$ cat config.mk
export PLATFORM = sky130hd
export DESIGN_NAME = param_ram
export DESIGN_NICKNAME = d
export VERILOG_FILES = /design/src/rtl/param_ram.sv
export SDC_FILE = /design/constraint.sdc
export NUM_CORES = 1
export LEC_CHECK = 0
export CORE_ASPECT_RATIO = 0.75
export CORE_MARGIN = 2
export CORE_UTILIZATION = 58
export CTS_CLUSTER_SIZE = 20
export DETAILED_ROUTE_END_ITERATION = 12
export HOLD_SLACK_MARGIN = 0.02
export MAX_ROUTING_LAYER = met4
export PLACE_DENSITY_LB_ADDON = 0.2
export SLEW_MARGIN = 5
export SYNTH_ARGS = -nofsm -noshare
export SYNTH_HDL_FRONTEND = slang
export SYNTH_SLANG_ARGS = --single-unit
$ cat constraint.sdc
create_clock -name clk -period 2.13 [get_ports clk]
set_input_delay 0.426 -clock clk [delete_from_list [all_inputs] [get_ports clk]]
set_output_delay 0.426 -clock clk [all_outputs]
set_load 0.05 [all_outputs]
$ cat src/rtl/param_ram.sv
// Single-port-address RAM with registered read, selectable collision policy and a
// clear sweep that rewrites every word with CLEAR_VAL after reset or on request.
module param_ram #(
    parameter int unsigned       DATA_W    = 4,
    parameter int unsigned       ADDR_W    = 4,
    parameter int unsigned       READ_MODE = 0,
    parameter logic [DATA_W-1:0] CLEAR_VAL = '0
) (
    input  logic              clk,
    input  logic              rst,
    input  logic [DATA_W-1:0] dataIN,
    input  logic              WR,
    input  logic              RD,
    input  logic [ADDR_W-1:0] addr,
    input  logic              clr,
    output logic [DATA_W-1:0] dataOUT,
    output logic              valid,
    output logic              busy
);

    localparam int unsigned DEPTH = 2 ** ADDR_W;

    typedef enum logic {
        StIdle,
        StClear
    } state_e;

    state_e            state_q, state_d;
    logic [ADDR_W-1:0] ptr_q, ptr_d;
    logic [DATA_W-1:0] dout_q, dout_d;
    logic              valid_q, valid_d;

    logic              mem_we;
    logic [ADDR_W-1:0] mem_waddr;
    logic [DATA_W-1:0] mem_wdata;
    logic [DATA_W-1:0] mem [DEPTH];

    always_comb begin
        state_d   = state_q;
        ptr_d     = ptr_q;
        dout_d    = dout_q;
        valid_d   = 1'b0;
        mem_we    = 1'b0;
        mem_waddr = addr;
        mem_wdata = dataIN;
        unique case (state_q)
            StClear: begin
                // The sweep owns the array; user WR/RD/clr are ignored until it finishes.
                mem_we    = 1'b1;
                mem_waddr = ptr_q;
                mem_wdata = CLEAR_VAL;
                ptr_d     = ptr_q + 1'b1;
                if (&ptr_q) begin
                    state_d = StIdle;
                end
            end
            StIdle: begin
                if (clr) begin
                    state_d = StClear;
                    ptr_d   = '0;
                end else begin
                    mem_we = WR;
                    if (RD) begin
                        valid_d = 1'b1;
                        // mem[addr] is the pre-write value since the array updates at the edge.
                        if (READ_MODE == 1 && WR) begin
                            dout_d = dataIN;
                        end else begin
                            dout_d = mem[addr];
                        end
                    end
                end
            end
            default: begin
                state_d = StClear;
                ptr_d   = '0;
            end
        endcase
    end

    always_ff @(posedge clk or posedge rst) begin
        if (rst) begin
            state_q <= StClear;
            ptr_q   <= '0;
            dout_q  <= '0;
            valid_q <= 1'b0;
        end else begin
            state_q <= state_d;
            ptr_q   <= ptr_d;
            dout_q  <= dout_d;
            valid_q <= valid_d;
        end
    end

    // No reset on the array; the sweep initialises it instead.
    always_ff @(posedge clk) begin
        if (mem_we) begin
            mem[mem_waddr] <= mem_wdata;
        end
    end

    assign dataOUT = dout_q;
    assign valid   = valid_q;
    assign busy    = (state_q == StClear);

endmodule
==> metrics list <==
- By area the synthesized netlist is led by sky130_fd_sc_hd__edfxtp_1, sky130_fd_sc_hd__mux2i_1, sky130_fd_sc_hd__dfrtp_1.
* Clock slew seen by the registers of the worst setup and hold paths: 0.07 ns
- Required time of the critical path: 2.13 ns
- Along the worst path, the maximum fanout reaches 26.
- Static Leak: 0.00137 µW
* Buffers added on ports: 18
- The repair_antennas step left the layout with diodes totalling 0.
- Nature of the critical path endpoint: register
* Sequential area share after synthesis: 69.3%
* Number of hold buffers added after cts: 0
- The net count of the finished layout is 252.
- Number of fill cells: 347
- Area taken by flip-flops and latches: 2170 µm²
* Gate count after technology mapping: 200
* # clock sinks: 74
* Pin slew with the least headroom to its limit: 1.18 ns
- At the end of routability-driven placement, the weighted congestion stood at 0.853.
* Commonest cells post-synth: sky130_fd_sc_hd__edfxtp_1, sky130_fd_sc_hd__mux2i_1, sky130_fd_sc_hd__nor2_1
- Wire length per cell after detailed routing: 19.7 µm
* Clock root cell: sky130_fd_sc_hd__clkbuf_8
- TritonCTS built the clock tree.
* Site row count: 23
* Maximum level of the CTS H-tree: 3
* Prevailing post-synth register cell: sky130_fd_sc_hd__edfxtp_1
- Number of DRC markers in iteration 0: 199
* Instance area at placement: 3490 µm²
- The routed design has 6270 µm of wire.
* Worst IR drop on VDD: 0.694 mV
- All-Layer GR Usage: 23.6%
* PD cells: 1170 nW/µm²
- The multi-input combinational cells in the finished layout cover a total of 858 µm².
- Compared with the post-synthesis result, the final layout area differs by 16.6%.
- After clock tree synthesis, the setup repair step added 0 buffers.
- In this run the mean area of a mapped cell was 15.7 µm².
* Clock Latency Late Sink: 0.34 ns
* Final hold vios: 0
- The min-delay analysis places its worst path in the category in2async.
- Crit path launch type: register
- The worst path in the final design needs a cycle of 1.97 ns, including I/O delays and setup.
- Netlist area before placement: 3140 µm²
- Detailed placement HPWL: 4390 µm
- The first global-routing pass estimated 9430 µm of wire.
- After synthesis, the netlist uses 34 different library cells.
- Synth warnings: 0
- Before antenna repair, the detailed router went through 4 iterations.
* Total of max-cap violations: 0
- After synthesis, the share of flip-flops with an asynchronous set or reset is 13.5%.
* Number of synthesized flops with an enable pin: 64
- For this run, the top clock speed supported by timing is 0.508 GHz.
- The share of synthesized area in the top cell type comes to 61.3%.
- Floorplan die width: 88.9 µm
- Total power for the finished layout comes to 4280 µW.
* DRC Markers: 0
* DR vias/cell: 5.68
- Core box area: 5270 µm²
- Final instance area: 3660 µm²
- Total of cells resized after clock tree synthesis: 0
- Synthesis produced a netlist with a net count of 214.
* Max-slew violation count: 0
- The number of global-route vias before repair is 1781.
- The detailed router placed 1806 vias in this run.
* Antenna violation net count after detailed routing: 0
- Starting utilization of the core area: 59.6%
- Ratio of cells with drive above 1 in the final layout: 17.7%
- Setup violations remaining at the end of the flow were counted as 0.
* Worst slew margin relative to its limit: 21.2%
- Flip-flop and latch count after synthesis: 74
- Status: finished, final reports clean
- Of the available clock period, the critical path in the final layout requires 92.4%.
- DIE AREA: 6020 µm²
* Buffer depth of the longest clock path: 2
- In this run, CTS created clock tree buffers numbering 9.
* Final clock skew: 0.00741 ns
- After global routing the overflow that remains totals 0.
- Non-filler cells in the finished layout: 318
- The biggest area contributor in the post-synthesis netlist is sky130_fd_sc_hd__edfxtp_1.
* Largest net degree at the start of global routing: 27
- The critical path is of the reg2reg type.
- Setup repair after global routing left no endpoint under its margin.
- The most common cell in the synthesized netlist is sky130_fd_sc_hd__edfxtp_1.
- CP arrival: 1.97 ns
- Height of the chip: 67.7 µm
* Num ports: 19
- The initial antenna violation count came to 0.
- Instance count after placement with tap cells included: 302
## power breakdown
group	leakage (µW)	internal, µW	switching (µW)	total [µW]
clock network	0.0000834	451	460	912
registers	0.000720	1990	178	2170
logic	0.000561	456	747	1200
total	0.00137	2900	1380	4280
## routing by layer
| layer | GRT usage (%) | up-vias | wire (µm) |
|---|---|---|---|
| met5 | - | - | 0 |
| met4 | 7.20 | 0 | 68 |
| met3 | 9.41 | 7 | 522 |
| met2 | 34.3 | 88 | 2920 |
| met1 | 31.0 | 864 | 2760 |
| li1 | - | 847 | - |
## cell type report
class | count | share of cell area (%)
multi-input combinational | 110 | 23.5
clock inverter | 3 | 0.479
sequential | 74 | 59.4
inverter | 7 | 0.719
timing repair buffer | 36 | 9.24
tap | 75 | 2.57
clock buffer | 13 | 4.07
## worst paths after layout
check	startpoint	to	slack [ns]	cells past startpoint
hold / removal	rst	dataOUT[3]	0.36	2
min in group clk	dataOUT[1]	dataOUT[1]	0.50	2
setup reg to reg	busy	mem[9][1]	0.16	3
max in group asynchronous	rst	busy	1.45	2
hold reg to reg	dataOUT[1]	dataOUT[1]	0.50	2
setup / recovery	busy	mem[9][1]	0.16	3
## kinds of logic after synthesis
logic type	synth area share (%)
DFF	69.3
and+or+nand+nor	7.70
buffers and inverters	3.35
AOI/OAI and AO/OA	6.46
adders and majority gates	0.399
muxes	12.8
## placed cells by master, fill, tap and decap left out, drive strengths merged
cell	instances
dfrtp	9
o31ai	2
clkinvlp	1
nand3b	1
edfxtp	64
nand4	4
a32o	1
a41oi	1
clkdlybuf4s50	17
nand4bb	1
clkbuf	13
inv	7
nand3	3
o211ai	1
buf	19
mux4	6
nor2b	6
o21ai	5
nand2	14
a21oi	4
a221oi	2
and2	1
and2b	2
mux2i	24
ha	1
clkinv	2
mux2	2
a22oi	5
dfstp	1
a32oi	5
nor2	19
## stage by stage
step                hold slack (ns)  setup slack, ns  setup TNS [ns]  util, %
floorplan                     0.265            0.223               0        -
global placement              0.473          -0.0766          -0.845     66.3
detailed placement            0.488           -0.116           -3.24     66.3
CTS                           0.365            0.156               0     69.4
global route                  0.398           0.0305               0     69.4
finish                        0.364            0.162               0     69.4
## worst max-delay path, stage by stage, from the launching register on
cell	delay, ns
sky130_fd_sc_hd__dfstp_2	0.83
sky130_fd_sc_hd__mux2i_1	0.28
sky130_fd_sc_hd__nand2_1	0.15
sky130_fd_sc_hd__nor2_1	0.36
## flip-flops by register name, summed over array words and instances, names as in the netlist
signal   count
valid        1
mem         64
busy         1
ptr_q        4
dataOUT      4
(Power assumes the default switching activity.)
